### src/rtl/bp_pkg.sv
// Shared widths and the entry format for the branch resolve queue.
package bp_pkg;
  localparam int BP_IDX_W   = 10;
  localparam int BP_Q_DEPTH = 4;

  typedef struct packed {
    logic [BP_IDX_W-1:0] idx;
    logic                pred;
  } bp_entry_t;
endpackage

### src/rtl/bp_entry_fifo.sv
// In-flight branch storage: circular entry array with head/tail/count control.
// clear has priority over push/pop and collapses the queue to empty.
module bp_entry_fifo import bp_pkg::*; #(
  parameter int DEPTH = BP_Q_DEPTH,
  parameter int IDX_W = BP_IDX_W,
  localparam int PTR_W = $clog2(DEPTH),
  localparam int CNT_W = PTR_W + 1
) (
  input  logic             clk,
  input  logic             rst,
  input  logic             push_en,
  input  logic [IDX_W-1:0] push_idx,
  input  logic             push_pred,
  input  logic             pop_en,
  input  logic             clear,
  output logic [IDX_W-1:0] head_idx,
  output logic             head_pred,
  output logic [CNT_W-1:0] count,
  output logic             full,
  output logic             empty
);

  logic [IDX_W-1:0] idx_mem  [DEPTH];
  logic             pred_mem [DEPTH];

  logic [PTR_W-1:0] head_q, head_d;
  logic [PTR_W-1:0] tail_q, tail_d;
  logic [CNT_W-1:0] count_q, count_d;

  always_ff @(posedge clk) begin
    if (push_en) begin
      idx_mem[tail_q]  <= push_idx;
      pred_mem[tail_q] <= push_pred;
    end
  end

  // Power-of-two depth lets the pointers wrap naturally.
  always_comb begin
    head_d  = head_q;
    tail_d  = tail_q;
    count_d = count_q;
    if (clear) begin
      head_d  = '0;
      tail_d  = '0;
      count_d = '0;
    end else begin
      if (push_en) tail_d = tail_q + PTR_W'(1);
      if (pop_en)  head_d = head_q + PTR_W'(1);
      case ({push_en, pop_en})
        2'b10:   count_d = count_q + CNT_W'(1);
        2'b01:   count_d = count_q - CNT_W'(1);
        default: count_d = count_q;
      endcase
    end
  end

  always_ff @(posedge clk or posedge rst) begin
    if (rst) begin
      head_q  <= '0;
      tail_q  <= '0;
      count_q <= '0;
    end else begin
      head_q  <= head_d;
      tail_q  <= tail_d;
      count_q <= count_d;
    end
  end

  assign head_idx  = idx_mem[head_q];
  assign head_pred = pred_mem[head_q];
  assign count     = count_q;
  assign full      = (count_q == CNT_W'(DEPTH));
  assign empty     = (count_q == '0);

endmodule

### src/rtl/bp_resolve_queue.sv
// Tracks predicted branches from fetch to execute and emits a registered
// predictor-update pulse per resolve; a mispredict squashes all younger entries.
module bp_resolve_queue import bp_pkg::*; #(
  parameter int DEPTH = BP_Q_DEPTH,
  parameter int IDX_W = BP_IDX_W
) (
  input  logic                     clk,
  input  logic                     rst,
  input  logic                     push,
  input  logic [IDX_W-1:0]         push_idx,
  input  logic                     push_pred,
  input  logic                     resolve,
  input  logic                     resolve_taken,
  input  logic                     flush,
  output logic                     write,
  output logic [IDX_W-1:0]         actual_outcome_idx,
  output logic                     actual_outcome,
  output logic                     mispredict,
  output logic                     full,
  output logic                     empty,
  output logic [$clog2(DEPTH):0]   count
);

  logic [IDX_W-1:0] head_idx;
  logic             head_pred;
  logic             res_acc, mis_now, push_acc, pop_en, clear;

  logic             write_q, write_d;
  logic [IDX_W-1:0] idx_q, idx_d;
  logic             outcome_q, outcome_d;
  logic             mis_q, mis_d;

  // Head is only meaningful when non-empty, so the compare is gated by res_acc.
  assign res_acc  = resolve & ~empty & ~flush;
  assign mis_now  = res_acc & (head_pred != resolve_taken);
  assign push_acc = push & ~full & ~flush & ~mis_now;
  assign pop_en   = res_acc & ~mis_now;
  assign clear    = flush | mis_now;

  bp_entry_fifo #(
    .DEPTH (DEPTH),
    .IDX_W (IDX_W)
  ) u_fifo (
    .clk       (clk),
    .rst       (rst),
    .push_en   (push_acc),
    .push_idx  (push_idx),
    .push_pred (push_pred),
    .pop_en    (pop_en),
    .clear     (clear),
    .head_idx  (head_idx),
    .head_pred (head_pred),
    .count     (count),
    .full      (full),
    .empty     (empty)
  );

  always_comb begin
    write_d   = 1'b0;
    idx_d     = '0;
    outcome_d = 1'b0;
    mis_d     = 1'b0;
    if (res_acc) begin
      write_d   = 1'b1;
      idx_d     = head_idx;
      outcome_d = resolve_taken;
      mis_d     = mis_now;
    end
  end

  always_ff @(posedge clk or posedge rst) begin
    if (rst) begin
      write_q   <= 1'b0;
      idx_q     <= '0;
      outcome_q <= 1'b0;
      mis_q     <= 1'b0;
    end else begin
      write_q   <= write_d;
      idx_q     <= idx_d;
      outcome_q <= outcome_d;
      mis_q     <= mis_d;
    end
  end

  assign write              = write_q;
  assign actual_outcome_idx = idx_q;
  assign actual_outcome     = outcome_q;
  assign mispredict         = mis_q;

endmodule

### config.mk
export PLATFORM = sky130hd
export DESIGN_NAME = bp_resolve_queue
export DESIGN_NICKNAME = d
export VERILOG_FILES = /design/src/rtl/bp_pkg.sv /design/src/rtl/bp_entry_fifo.sv /design/src/rtl/bp_resolve_queue.sv
export SDC_FILE = /design/constraint.sdc
export NUM_CORES = 1
export LEC_CHECK = 0
export ABC_AREA = 1
export CAP_MARGIN = 30
export CORE_ASPECT_RATIO = 0.6
export CORE_MARGIN = 10
export CORE_UTILIZATION = 50
export CTS_CLUSTER_DIAMETER = 200
export DETAILED_ROUTE_END_ITERATION = 10
export GPL_TIMING_DRIVEN = 0
export PLACE_DENSITY = 0.74
export SLEW_MARGIN = 20
export SYNTH_ARGS = -nofsm -noshare
export SYNTH_HDL_FRONTEND = slang
export SYNTH_SLANG_ARGS = --single-unit
### constraint.sdc
create_clock -name clk -period 2.5 [get_ports clk]
set_clock_uncertainty 0.15 [all_clocks]
set_input_delay 0.625 -clock clk [delete_from_list [all_inputs] [get_ports clk]]
set_output_delay 0.625 -clock clk [all_outputs]
set_load 0.01 [all_outputs]
==> Word level (Yosys, flattened, before mapping) <==
Memories as Yosys holds them, arrays and structs flattened.
Cells that the tools add are included.
{ "classes": {"n_eq_ne": 4, "n_reduce_logical": 4, "n_bitwise": 12, "n_addsub": 4, "mux": 12} }
{ "op_table": {"columns": ["operator", "count"], "rows": [
  ["10-bit 2-to-1 mux", 1],
  ["2-bit 2-to-1 mux", 4],
  ["1-bit AND", 7],
  ["3-bit case mux with 2 select lines", 1],
  ["1-bit 2-to-1 mux", 5],
  ["2-bit by 1-bit adder with 2-bit output, second input constant", 2],
  ["1-bit inverter", 4],
  ["2-bit nonzero test", 2],
  ["3-bit by 1-bit adder with 3-bit output, second input constant", 1],
  ["3-bit equality test, second input constant", 1],
  ["3-bit logical NOT", 1],
  ["3-bit 2-to-1 mux", 1],
  ["3-bit nonzero test", 1],
  ["3-bit by 1-bit subtractor with 3-bit output, second input constant", 1],
  ["2-bit by 1-bit equality test with 1-bit output, second input constant", 1],
  ["2-bit equality test, second input constant", 1],
  ["1-bit inequality test", 1],
  ["1-bit OR", 1]
]} }
{ "totals": {"output_inout_bits": 18, "n_memories": 2, "ff_bits": 20, "elab_cells": 45, "ramBits": 44} }
{ "memory_table": {"columns": ["name", "words", "width", "read_ports", "rd_clocked_by_memory_dff", "write_ports", "line_no", "text"], "rows": [
  ["u_fifo.idx_mem", 4, 10, 1, 0, 1, "bp_entry_fifo.sv:23", "logic [IDX_W-1:0] idx_mem [DEPTH];"],
  ["u_fifo.pred_mem", 4, 1, 1, 0, 1, "bp_entry_fifo.sv:24", "logic pred_mem [DEPTH];"]
]} }

==> Depth between registers and ports, before layout <==
Gate-level depths: netlist of the first run.
{ "depth": {"word_depth": 10, "ltp_mapped": 11, "ltp_nobuf": 11} }

==> Cells and area by module <==
A second synthesis of the first run with hierarchy kept.
{ "hier_totals": {"hier_cells": 219, "area_unflattened_um2": 2623.8} }
{ "by_module_without_submodules": {"columns": ["module", "instances", "seq_area_each_um2", "cells_each", "area_each_um2"], "rows": [
  ["bp_entry_fifo", 1, 1496.4, 169, 2114.5],
  ["bp_resolve_queue", 1, 325.3, 50, 509.2]
]} }

==> Worst setup path before layout of the first run <==
Ideal clock, no wire load.
{ "synth_path": {"kind": "input to register", "startpoint": "input flush", "endpoint": "memory u_fifo.idx_mem[0][0] (netlist bit) (enable)", "path_stages": 5, "arrival_time_ns": 1.592, "path_slack_ns": 0.379, "path_buffers": 0, "path_cell_list": "inv_2 -> nand2_1 -> a21oi_2 -> nand2_1 -> nor2_1"} }
{ "synth_via": {"elab_chain_len": 7, "elab_cells_between_ends": 8, "cone_classes": "mux: 2; bitwise: 6"} }
{ "synth_lines": {"columns": ["element", "line_no", "text"], "rows": [
  ["start, declared", "bp_resolve_queue.sv:14", "input logic flush,"],
  ["1-bit inverter *", "bp_resolve_queue.sv:34, bp_resolve_queue.sv:36", null],
  ["1-bit AND", "bp_resolve_queue.sv:34", "assign res_acc = resolve & ~empty & ~flush;"],
  ["1-bit AND", "bp_resolve_queue.sv:35", "assign mis_now = res_acc & (head_pred != resolve_taken);"],
  ["1-bit inverter", "bp_resolve_queue.sv:36", "assign push_acc = push & ~full & ~flush & ~mis_now;"],
  ["1-bit AND *", "bp_resolve_queue.sv:36", null],
  ["1-bit 2-to-1 mux *", "bp_entry_fifo.sv:31", "if (push_en) begin"],
  ["1-bit 2-to-1 mux (implied by the code) *", "bp_entry_fifo.sv:32", "idx_mem[tail_q] <= push_idx;"],
  ["end, declared", "bp_entry_fifo.sv:23", null]
]} }
Every way passes the cells marked *; elsewhere a longest branch is shown, timed or not.

==> Worst setup path in the final report of the first run <==
{ "layout_path": {"startpoint": "register u_fifo.count_q[0] (netlist: u_fifo.count[0])", "endpoint": "output empty"} }
{ "layout_via": {"elab_chain_len": 1} }
{ "layout_lines": {"columns": ["element", "line_no", "text"], "rows": [
  ["start, declared", "bp_entry_fifo.sv:28", "logic [CNT_W-1:0] count_q, count_d;"],
  ["start signal, assigned", "bp_entry_fifo.sv:65", "count_q <= count_d;"],
  ["3-bit logical NOT", "bp_entry_fifo.sv:73", "assign empty = (count_q == '0);"],
  ["end, declared", "bp_resolve_queue.sv:20", "output logic empty,"]
]} }
Every way passes these cells.

==> results.sh, run 1 <==
export IMPL_clkPwrFrac_pct=30.0
export IMPL_cp_cell_sequence="nor2_4 > nand2_2 > inv_1 > clkdlybuf4s50_1"
export IMPL_die_w_um=113
export IMPL_p_seq_share_pct=42.8
export IMPL_worst_pin_slew_ps=838
export IMPL_overflow=0
export IMPL_cts_sinks=64
export IMPL_ys_types=22
export IMPL_placementRows=20
export IMPL_powerDensity_nw_per_um2=944
export IMPL_coreArea_um2=5030
export IMPL_io_buffers=34
export IMPL_worstPathRequired_ps=1730
export IMPL_layout_min_cycle_time_ps=2390
export IMPL_io_pins=35
export IMPL_slowest_delay_ps=520
export IMPL_seq_area_frac_synth_pct=70.7
export IMPL_crit_path_top_delay_cell="clkdlybuf4s50_1"
export IMPL_start_util_pct=51.2
export IMPL_netlist_area_leader_share_pct=51.3
export IMPL_postRouteAntennaNets=0
export IMPL_finalSetupViolations=0
export IMPL_p_int_mw=2.12
export IMPL_crit_path_start_kind="flop"
export IMPL_diodes=0
export IMPL_syn_area_per_cell_um2=11.5
export IMPL_p_total_mw=3.05
export IMPL_first_global_vias=1732
export IMPL_leakagePower_nw=1.29
export IMPL_grt_total_usage_pct=13.4
export IMPL_yosys_area_top_type="edfxtp_1"
export IMPL_gp_congestion=0.836
export IMPL_synthCells=224
export IMPL_maxCapViolCount=0
export IMPL_die_area_um2=8510
export IMPL_critPathTopFamily="buffers and inverters"
export IMPL_stdcell_count=342
export IMPL_critPathBufInv=2
export IMPL_clk_path_buf_depth=2
export IMPL_drive_above_1_share_pct=11.2
export IMPL_crit_arrival_ps=1620
export IMPL_status="finished, final reports clean"
export IMPL_antenna_found_initial=0
export IMPL_pwr_share_comb_pct=27.2
export IMPL_final_cell_mix="nor2_1, edfxtp_1, clkdlybuf4s50_1"
export IMPL_grt_pass1_wl_mm=8.48
export IMPL_hold_class="flop to flop"
export IMPL_cts_buffers=9
export IMPL_yosys_warnings=0
export IMPL_switchingPower_mw=0.933
export IMPL_final_common_cell="nor2_1"
export IMPL_rsz0062_at_grt="true"
export IMPL_grt_max_degree=21
export IMPL_p_sw_share_pct=30.6
export IMPL_fin_setup_tns_ps=0
export IMPL_ys_ff_latch=64
export IMPL_wl_mm=5.23
export IMPL_post_route_util_pct=64.4
export IMPL_dp_cells=326
export IMPL_cts_root_buf="clkbuf_8"
export IMPL_crit_type="flop to primary output"
export IMPL_drt_iter0_drc=102
export IMPL_drc_errors=0
export IMPL_syn_nets=246
export IMPL_hold_violations=0
export IMPL_h_tree_depth=3
export IMPL_cp_max_fo=4
export IMPL_wire_per_inst_um=15.3
export IMPL_dr_total_vias=1683
export IMPL_vdd_ir_drop_max_v=0.000436
export IMPL_cts_clk_slew_worst_paths_ps=60
export IMPL_maxSlewHeadroom_pct=44.1
export IMPL_fin_crit_sh_pct=95.8
export IMPL_post_cts_buffers=0
export IMPL_end_kind="primary output"
export IMPL_die_h_um=75.6
export IMPL_clk_latency_ps=330
export IMPL_cts_tree="built"
export IMPL_hpwl_mm=3.59
export IMPL_fmax_mhz=418
export IMPL_post_synth_instance_area_um2=2570
export IMPL_dr_pass1_iters=4
export IMPL_nNetsFinal=293
export IMPL_synthTopCellsByArea="edfxtp_1, dfrtp_1, nor2_1, nand2_1, o21ai_0"
export IMPL_viasPerCell=4.92
export IMPL_maxSlewViolCount=0
export IMPL_areaGrowthSynthToFinish_pct=25.7
[layer usage]
metal | share of wire (%) | GRT usage, % | up-vias
li1 | - | - | 834
met1 | 45 | 15.6 | 785
met2 | 46 | 21.1 | 55
met3 | 7.7 | 6.29 | 9
met4 | 1.3 | 5.60 | 0
met5 | 0 | 0 | -
[synthesized netlist by cell type, drive strengths merged]
cell	n
xor2	1
nor3	1
dfrtp	20
nand2	32
a21oi	14
inv	21
edfxtp	44
ha	4
buf	3
fa	1
nand3b	1
o21ai	20
clkbuf	4
nand3	8
nor2	50
[cells by family after synthesis]
kind of cell               Yosys count  share of synthesized area [%]
buffers and inverters               28                           4.18
and+or+nand+nor                     92                           15.3
DFF                                 64                           70.7
adders and majority gates            5                           2.72
AOI/OAI and AO/OA                   34                           6.75
xor gates and xnor gates             1                          0.340
[worst min-delay path, stage by stage, from the launching register on]
cell	delay, ps
edfxtp_1	310
o21ai_0	70
a21oi_1	110
[sequential cells by signal, summed over array words and instances, names as in the netlist]
signal and flops:
actual_outcome 1, u_fifo.idx_mem 40, mispredict 1, actual_outcome_idx 10, u_fifo.count 3, u_fifo.pred_mem 4, write 1, u_fifo.head_q 2
u_fifo.tail_q 2
[layout make-up]
cell class | count | area (µm²)
flip-flops and latches | 64 | 1820
fillers | 407 | 1790
multi-input cells | 132 | 658
repair buffers | 36 | 363
clock buffers | 12 | 135
well taps | 66 | 82.6
inverters | 21 | 78.8
clock inverters | 4 | 68.8
plain buffers | 7 | 28.8
[power by group through the flow]
stage | clock [mW] | combinational, mW | sequential, mW
after floorplan | 0 | 0.467 | 1.33
after global placement | 0 | 0.806 | 1.32
after detailed placement | 0 | 0.827 | 1.32
after CTS | 0.932 | 0.837 | 1.30
after global routing | 0.992 | 0.943 | 1.32
final | 0.915 | 0.832 | 1.31
[repair_timing]
action,in CTS,in global routing
gates resized for setup,3,1
hold endpoints to repair,0,0
endpoints found under the setup margin,24,12
pin swaps,0,1
hold buffers,0,0
[worst paths after layout]
path / endpoint / slack (ps) / depth (start not counted) / startpoint
max: empty / 110 / 4 / u_fifo.count[0]
min: actual_outcome_idx[8] / 380 / 2 / u_fifo.idx_mem[3][8]
max reg2reg: u_fifo.idx_mem[1][9] / 270 / 8 / u_fifo.head_q[0]
min reg2reg: actual_outcome_idx[8] / 380 / 2 / u_fifo.idx_mem[3][8]
max in group asynchronous: u_fifo.tail_q[0] / 1070 / 2 / rst
min in group asynchronous: actual_outcome_idx[3] / 610 / 2 / rst
[through the flow]
step	hold WS [ps]	cell area [µm²]	setup WS (ps)
6_report	381	3240	106
5_1_grt	426	3240	-9.07
4_1_cts	383	3230	49.7
3_5_place_dp	372	3020	-498
3_3_place_gp	363	3000	-535
2_1_floorplan	350	2570	379
Note: power is estimated with default switching activity, not from simulation.
==> run 2: changes to the inputs <==
--- a/config.mk
+++ b/config.mk
@@ -5,7 +5,7 @@
 export SDC_FILE = /design/constraint.sdc
 export NUM_CORES = 1
 export LEC_CHECK = 0
-export ABC_AREA = 1
+export ABC_AREA = 0
 export CAP_MARGIN = 30
 export CORE_ASPECT_RATIO = 0.6
 export CORE_MARGIN = 10
@@ -13,7 +13,8 @@
 export CTS_CLUSTER_DIAMETER = 200
 export DETAILED_ROUTE_END_ITERATION = 10
 export GPL_TIMING_DRIVEN = 0
-export PLACE_DENSITY = 0.74
+export MAX_ROUTING_LAYER = met4
+export PLACE_DENSITY = 0.73
 export SLEW_MARGIN = 20
 export SYNTH_ARGS = -nofsm -noshare
 export SYNTH_HDL_FRONTEND = slang
==> run 2 against run 1 <==
Against the previous run: the run now ends with negative setup slack left; maximum frequency shrank 9.1%; non-clock buffer count grew 4; wire length grew 1.1%; critical endpoint is now u_fifo.count[2]; synthesized cell count shrank 28%.
==> results.sh, run 2 <==
export IMPL_hold_class="flop to flop"
export IMPL_final_cell_mix="edfxtp_1, clkdlybuf4s50_1, dfrtp_1"
export IMPL_leakagePower_nw=1.22
export IMPL_status="finished with violations"
export IMPL_rsz0062_at_grt="true"
export IMPL_vdd_ir_drop_max_v=0.000338
export IMPL_crit_path_start="u_fifo.head_q[0]"
export IMPL_viasPerCell=5.47
export IMPL_ys_ff_latch=64
export IMPL_yosys_most_used_dff="edfxtp_1"
export IMPL_gp_congestion=0.759
export IMPL_cts_sinks=64
export IMPL_cts_root_buf="clkbuf_8"
export IMPL_synth_async_reset_ratio_pct=31.3
export IMPL_synthCells=161
export IMPL_cts_buffers=9
export IMPL_wire_per_inst_um=18.8
export IMPL_overflow=0
export IMPL_cts_tree="built"
export IMPL_yosys_top_cells_count="edfxtp_1, dfrtp_1, and2_1"
export IMPL_hold_violations=0
export IMPL_drc_errors=0
export IMPL_yosys_warnings=0
export IMPL_clk_latency_ps=330
export IMPL_final_common_cell="edfxtp_1"
export IMPL_crit_path_start_kind="flop"
export IMPL_first_global_vias=1664
export IMPL_powerDensity_nw_per_um2=690
export IMPL_grt_pass1_wl_mm=8.80
export IMPL_synth_adder_area_share_pct=2.65
export IMPL_post_synth_instance_area_um2=2650
export IMPL_io_buffers=33
export IMPL_h_tree_depth=3
export IMPL_crit_type="flop to flop"
export IMPL_synthMuxAreaShare_pct=10.3
export IMPL_cp_max_fo=5
export IMPL_syn_area_per_cell_um2=16.4
export IMPL_seq_area_frac_synth_pct=68.8
export IMPL_hp_start="u_fifo.tail_q[1]"
export IMPL_violations="negative setup slack"
export IMPL_yosysMostFrequentCell="edfxtp_1"
export IMPL_synthSimpleGateAreaFrac_pct=9.07
export IMPL_drive_above_1_share_pct=20.9
export IMPL_reg2reg_slack_ps=-130
export IMPL_largest_reg_flops=40
export IMPL_clk_path_buf_depth=2
export IMPL_r2r_cells=8
export IMPL_synth_top_family_by_area="multiplexers"
export IMPL_wl_mm=5.29
export IMPL_synth_xor_area_share_pct=1.70
export IMPL_diodes=0
export IMPL_postRouteAntennaNets=0
export IMPL_areaGrowthSynthToFinish_pct=25.0
export IMPL_stdcell_count=281
export IMPL_maxSlewViolCount=0
export IMPL_post_route_util_pct=65.1
export IMPL_dp_cells=260
export IMPL_synthTopCellsByArea="edfxtp_1, dfrtp_1, mux4_2, mux4_1, and2_1"
export IMPL_end_kind="flop"
export IMPL_cts_clk_slew_worst_paths_ps=70
export IMPL_setup_worst_path_end="u_fifo.count[2]"
export IMPL_worstPathRequired_ps=2570
export IMPL_r2r_end="u_fifo.count[2]"
export IMPL_start_util_pct=52.1
export IMPL_hpwl_mm=3.42
export IMPL_antenna_found_initial=0
export IMPL_fmax_mhz=380
export IMPL_timing_final_ws_setup_ps=-134
export IMPL_regMostFlops="u_fifo.idx_mem"
export IMPL_die_w_um=114
export IMPL_worst_pin_slew_ps=852
export IMPL_die_area_um2=8700
export IMPL_grt_max_degree=21
export IMPL_grt_total_usage_pct=13.3
export IMPL_io_pins=35
export IMPL_netlist_area_leader_share_pct=49.9
export IMPL_maxCapViolCount=0
export IMPL_dr_pass1_iters=5
export IMPL_layout_min_cycle_time_ps=2630
export IMPL_synth_compound_area_share_pct=4.58
export IMPL_crit_arrival_ps=2710
export IMPL_dr_total_vias=1537
export IMPL_syn_nets=183
export IMPL_coreArea_um2=5080
export IMPL_die_h_um=76.4
export IMPL_placementRows=20
export IMPL_timing_rr_start="u_fifo.head_q[0]"
export IMPL_nNetsFinal=232
export IMPL_synth_edf_count=44
export IMPL_finalSetupViolations=1
export IMPL_drt_iter0_drc=92
export IMPL_maxSlewHeadroom_pct=43.2
export IMPL_fin_setup_tns_ps=-134
export IMPL_ys_types=37
export IMPL_yosys_area_top_type="edfxtp_1"
export IMPL_fin_crit_sh_pct=105
-- run 2: cell count changes in the layout (fill, tap and decap cells not counted), sizes merged, moves of 3 or more --
| cell | before | now |
|---|---|---|
| and2 | 0 | 15 |
| o21ai | 20 | 4 |
| a21oi | 14 | 6 |
| xnor2 | 0 | 3 |
| clkdlybuf4s50 | 34 | 31 |
| buf | 5 | 9 |
| nor2 | 50 | 4 |
| nand2 | 32 | 5 |
| mux4 | 0 | 11 |
| inv | 21 | 9 |
| nand3 | 8 | 3 |
-- run 2: critical path, cell delays in order (launching register included) --
cell and delay, ps:
dfrtp_1 340, buf_6 120, mux4_2 560, xnor2_4 230, nand3_2 120, fa_2 450
nand3b_1 180, a21o_1 180, a32o_1 190
-- run 2: where the power goes --
part	leakage (nW)	switching, mW	internal (mW)
Sequential	0.674	0.0255	1.18
Combinational	0.461	0.152	0.162
Clock	0.0878	0.379	0.379
Total	1.22	0.557	1.72
-- run 2: kinds of logic (layout without fill, tap and decap cells) --
family	after synthesis	after routing
flip-flops	64	64
AND/OR/NAND/NOR	41	41
AO/OA/AOI/OAI	18	18
buffers and inverters	18	72
multiplexers	12	12
adder cells (fa/ha/maj)	5	5
XOR/XNOR	3	3
-- run 2: final cells by class --
| type | instances | area [µm²] |
|---|---|---|
| clock buffers | 10 | 138 |
| well taps | 66 | 82.6 |
| plain buffers | 7 | 40.0 |
| clock inverters | 6 | 35.0 |
| repair buffers | 40 | 380 |
| fillers | 361 | 1770 |
| multi-input cells | 79 | 777 |
| flip-flops and latches | 64 | 1820 |
| inverters | 9 | 33.8 |
-- run 2: how the worst min path moves through the flow --
stage | endpoint | cells after the start
after floorplan | u_fifo.tail_q[1] | 2
after global placement | u_fifo.tail_q[1] | 2
after detailed placement | u_fifo.tail_q[1] | 2
after CTS | u_fifo.tail_q[1] | 2
after global routing | u_fifo.tail_q[1] | 2
final | u_fifo.tail_q[1] | 2
-- run 2: per-layer routing --
layer / wire (µm) / vias up / share of wire [%] / track usage, %
li1: - / 698 / - / -
met1: 2260 / 788 / 43 / 15.1
met2: 2670 / 42 / 51 / 20.4
met3: 284 / 9 / 5.4 / 5.27
met4: 71 / 0 / 1.3 / 5.74
met5: 0 / - / 0 / -
-- run 2: repair_timing --
action / 4_1_cts / 5_1_grt
pin swaps: 1 / 7
setup endpoints to repair: 47 / 47
hold buffers: 0 / 0
gates resized for setup: 11 / 8
setup buffers: 2 / 5
-- run 2: stage by stage --
stage | hold slack [ps] | cell area, µm² | setup slack [ps] | power [mW]
5_1_grt | 507 | 3310 | -211 | 2.39
3_3_place_gp | 404 | 3060 | -936 | 1.50
3_5_place_dp | 454 | 3060 | -1070 | 1.52
4_1_cts | 466 | 3260 | -148 | 2.28
6_report | 473 | 3310 | -134 | 2.28
2_1_floorplan | 393 | 2650 | -33.0 | 1.39
==> run 3: changes to the inputs <==
--- a/config.mk
+++ b/config.mk
@@ -7,15 +7,16 @@
 export LEC_CHECK = 0
 export ABC_AREA = 0
 export CAP_MARGIN = 30
-export CORE_ASPECT_RATIO = 0.6
+export CORE_ASPECT_RATIO = 1.4
 export CORE_MARGIN = 10
 export CORE_UTILIZATION = 50
 export CTS_CLUSTER_DIAMETER = 200
 export DETAILED_ROUTE_END_ITERATION = 10
 export GPL_TIMING_DRIVEN = 0
 export MAX_ROUTING_LAYER = met4
-export PLACE_DENSITY = 0.73
+export PLACE_DENSITY = 0.74
 export SLEW_MARGIN = 20
 export SYNTH_ARGS = -nofsm -noshare
 export SYNTH_HDL_FRONTEND = slang
+export SYNTH_HIERARCHICAL = 1
 export SYNTH_SLANG_ARGS = --single-unit
==> run 3 against run 2 <==
Against the previous run: the run still ends with negative setup slack left; combinational power down 26%; die area down 4.8%; synthesized cell count down 17%; count of clock-buffer cells in the layout up 3; first-iteration DRC count down 13%; worst setup slack better by 30 ps; wire length down 16%; highest routed layer unchanged; sequential power about the same; area after synthesis down 5.3%.
==> results.sh, run 3 <==
export IMPL_status="finished with violations"
export IMPL_violations="negative setup slack"
export IMPL_grt_pass1_wl_mm=7.13
export IMPL_stdcell_area_um2=3300
export IMPL_antenna_found_initial=0
export IMPL_crit_path_start_kind="flop"
export IMPL_synth_adder_area_share_pct=2.79
export IMPL_synth_top_family_by_area="multiplexers"
export IMPL_clk_latency_ps=330
export IMPL_viasPerCell=5.19
export IMPL_r2r_cells=8
export IMPL_start_util_pct=51.8
export IMPL_synth_xor_area_share_pct=2.40
export IMPL_yosys_area_top_type="edfxtp_1"
export IMPL_cts_buffers=9
export IMPL_yosys_top_cells_count="edfxtp_1, dfrtp_1, and2_1"
export IMPL_regMostFlops="u_fifo/idx_mem"
export IMPL_post_synth_instance_area_um2=2510
export IMPL_leakagePower_nw=1.23
export IMPL_fmax_mhz=384
export IMPL_synth_edf_count=44
export IMPL_cts_tree="built"
export IMPL_place_area_um2=2970
export IMPL_coreArea_um2=4840
export IMPL_placementRows=30
export IMPL_diodes=0
export IMPL_crit_path_start="u_fifo/head_q[0]"
export IMPL_wire_per_inst_um=17.6
export IMPL_io_pins=35
export IMPL_ys_types=27
export IMPL_drt_iter0_drc=80
export IMPL_yosysMostFrequentCell="edfxtp_1"
export IMPL_r2r_end="u_fifo/count[2]"
export IMPL_dr_total_vias=1319
export IMPL_timing_final_ws_setup_ps=-104
export IMPL_netlist_area_leader_share_pct=52.7
export IMPL_crit_type="flop to flop"
export IMPL_worst_pin_slew_ps=450
export IMPL_postRouteAntennaNets=0
export IMPL_overflow=0
export IMPL_powerDensity_nw_per_um2=695
export IMPL_synthCells=133
export IMPL_synthSimpleGateAreaFrac_pct=8.33
export IMPL_synth_async_reset_ratio_pct=31.3
export IMPL_grt_total_usage_pct=11.8
export IMPL_ys_ff_latch=64
export IMPL_die_h_um=104
export IMPL_areaGrowthSynthToFinish_pct=31.7
export IMPL_end_kind="flop"
export IMPL_first_global_vias=1431
export IMPL_crit_arrival_ps=2670
export IMPL_syn_nets=155
export IMPL_post_route_util_pct=68.2
export IMPL_wl_mm=4.46
export IMPL_die_area_um2=8290
export IMPL_layout_min_cycle_time_ps=2600
export IMPL_hpwl_mm=2.96
export IMPL_hold_class="primary input to async pin"
export IMPL_cts_clk_slew_worst_paths_ps=60
export IMPL_final_cell_mix="edfxtp_1, clkdlybuf4s50_1, dfrtp_1"
export IMPL_grt_max_degree=14
export IMPL_h_tree_depth=3
export IMPL_cts_root_buf="clkbuf_8"
export IMPL_worstPathRequired_ps=2560
export IMPL_maxCapViolCount=0
export IMPL_hold_violations=0
export IMPL_fin_crit_sh_pct=104
export IMPL_vdd_ir_drop_max_v=0.000509
export IMPL_io_buffers=34
export IMPL_largest_reg_flops=40
export IMPL_finalSetupViolations=2
export IMPL_cts_sinks=64
export IMPL_drc_errors=0
export IMPL_syn_area_per_cell_um2=18.9
export IMPL_maxSlewHeadroom_pct=69.9
export IMPL_timing_rr_start="u_fifo/head_q[0]"
export IMPL_final_common_cell="edfxtp_1"
export IMPL_synthTopCellsByArea="edfxtp_1, dfrtp_1, mux4_2, and2_1, mux4_1"
export IMPL_seq_area_frac_synth_pct=72.7
export IMPL_yosys_warnings=6
export IMPL_reg2reg_slack_ps=-100
export IMPL_cp_max_fo=4
export IMPL_dr_pass1_iters=4
export IMPL_synth_compound_area_share_pct=0.798
export IMPL_drive_above_1_share_pct=27.9
export IMPL_clk_path_buf_depth=2
export IMPL_gp_congestion=0.699
export IMPL_maxSlewViolCount=0
export IMPL_die_w_um=79.9
export IMPL_nNetsFinal=207
export IMPL_synthMuxAreaShare_pct=11.1
export IMPL_rsz0062_at_grt="true"
export IMPL_yosys_most_used_dff="edfxtp_1"
==> run 3: worst max-delay path by stage <==
stage	endpoint	slack (ps)	depth (start not counted)
floorplan	u_fifo/count[2]	-150	8
detailed placement	u_fifo/count[2]	-580	9
CTS	u_fifo/count[2]	-130	9
global route	u_fifo/count[2]	-170	9
finish	u_fifo/count[2]	-100	8
global placement	u_fifo/count[2]	-530	9
==> run 3: critical path, stage by stage, from the launching register on <==
cell	delay, ps
dfrtp_2	380
mux4_2	560
xor2_4	200
nor4b_4	330
nor2b_4	200
fa_2	230
and3b_1	200
o21ai_1	70
nor3b_2	160
==> run 3: cell families (layout without fill, tap and decap cells) <==
family / after synthesis / in the layout
AO/OA/AOI/OAI: 3 / 3
XOR/XNOR: 6 / 6
adder cells (fa/ha/maj): 5 / 5
buffers and inverters: 9 / 66
flip-flops: 64 / 64
multiplexers: 13 / 13
AND/OR/NAND/NOR: 33 / 33
==> run 3: final cells by class <==
| class | instances | area (µm²) |
|---|---|---|
| Inverter | 5 | 18.8 |
| Clock buffer | 13 | 159 |
| Fill cell | 319 | 1540 |
| Buffer | 4 | 35.0 |
| Timing Repair Buffer | 41 | 394 |
| Multi-Input combinational cell | 60 | 749 |
| Tap cell | 64 | 80.1 |
| Clock inverter | 3 | 42.5 |
| Sequential cell | 64 | 1820 |
==> run 3: routing by layer <==
| metal | routed length, µm | vias to the layer above | part of all wire, % | track usage (%) |
|---|---|---|---|---|
| met2 | 2320 | 45 | 52 | 18.4 |
| met5 | 0 | - | 0 | - |
| met3 | 317 | 10 | 7.1 | 4.76 |
| met4 | 91 | 0 | 2.0 | 5.81 |
| met1 | 1740 | 668 | 39 | 12.6 |
| li1 | - | 596 | - | - |
==> run 3: metrics by stage <==
step	hold slack (ps)	total power, mW	cells	worst slack (ps)	TNS (ps)
after floorplan	278	1.32	133	-147	-274
after global placement	403	1.41	231	-529	-20580
after detailed placement	429	1.42	231	-585	-22810
after CTS	417	2.31	254	-133	-296
after global routing	452	2.41	254	-166	-287
final	424	2.29	254	-104	-164
==> run 3: what timing repair did <==
action / CTS / global route
gates resized for setup: 10 / 9
gates cloned: 1 / 0
setup buffers: 6 / 1
pin swaps: 3 / 2
hold buffers: 0 / 0
endpoints found under the setup margin: 47 / 16
==> run 3: where the power goes <==
| group | internal (mW) | total (mW) | leakage [nW] | switching [mW] |
|---|---|---|---|---|
| sequential | 1.17 | 1.20 | 0.674 | 0.0216 |
| combinational | 0.124 | 0.233 | 0.459 | 0.109 |
| clock | 0.514 | 0.866 | 0.0996 | 0.352 |
| total | 1.81 | 2.29 | 1.23 | 0.482 |
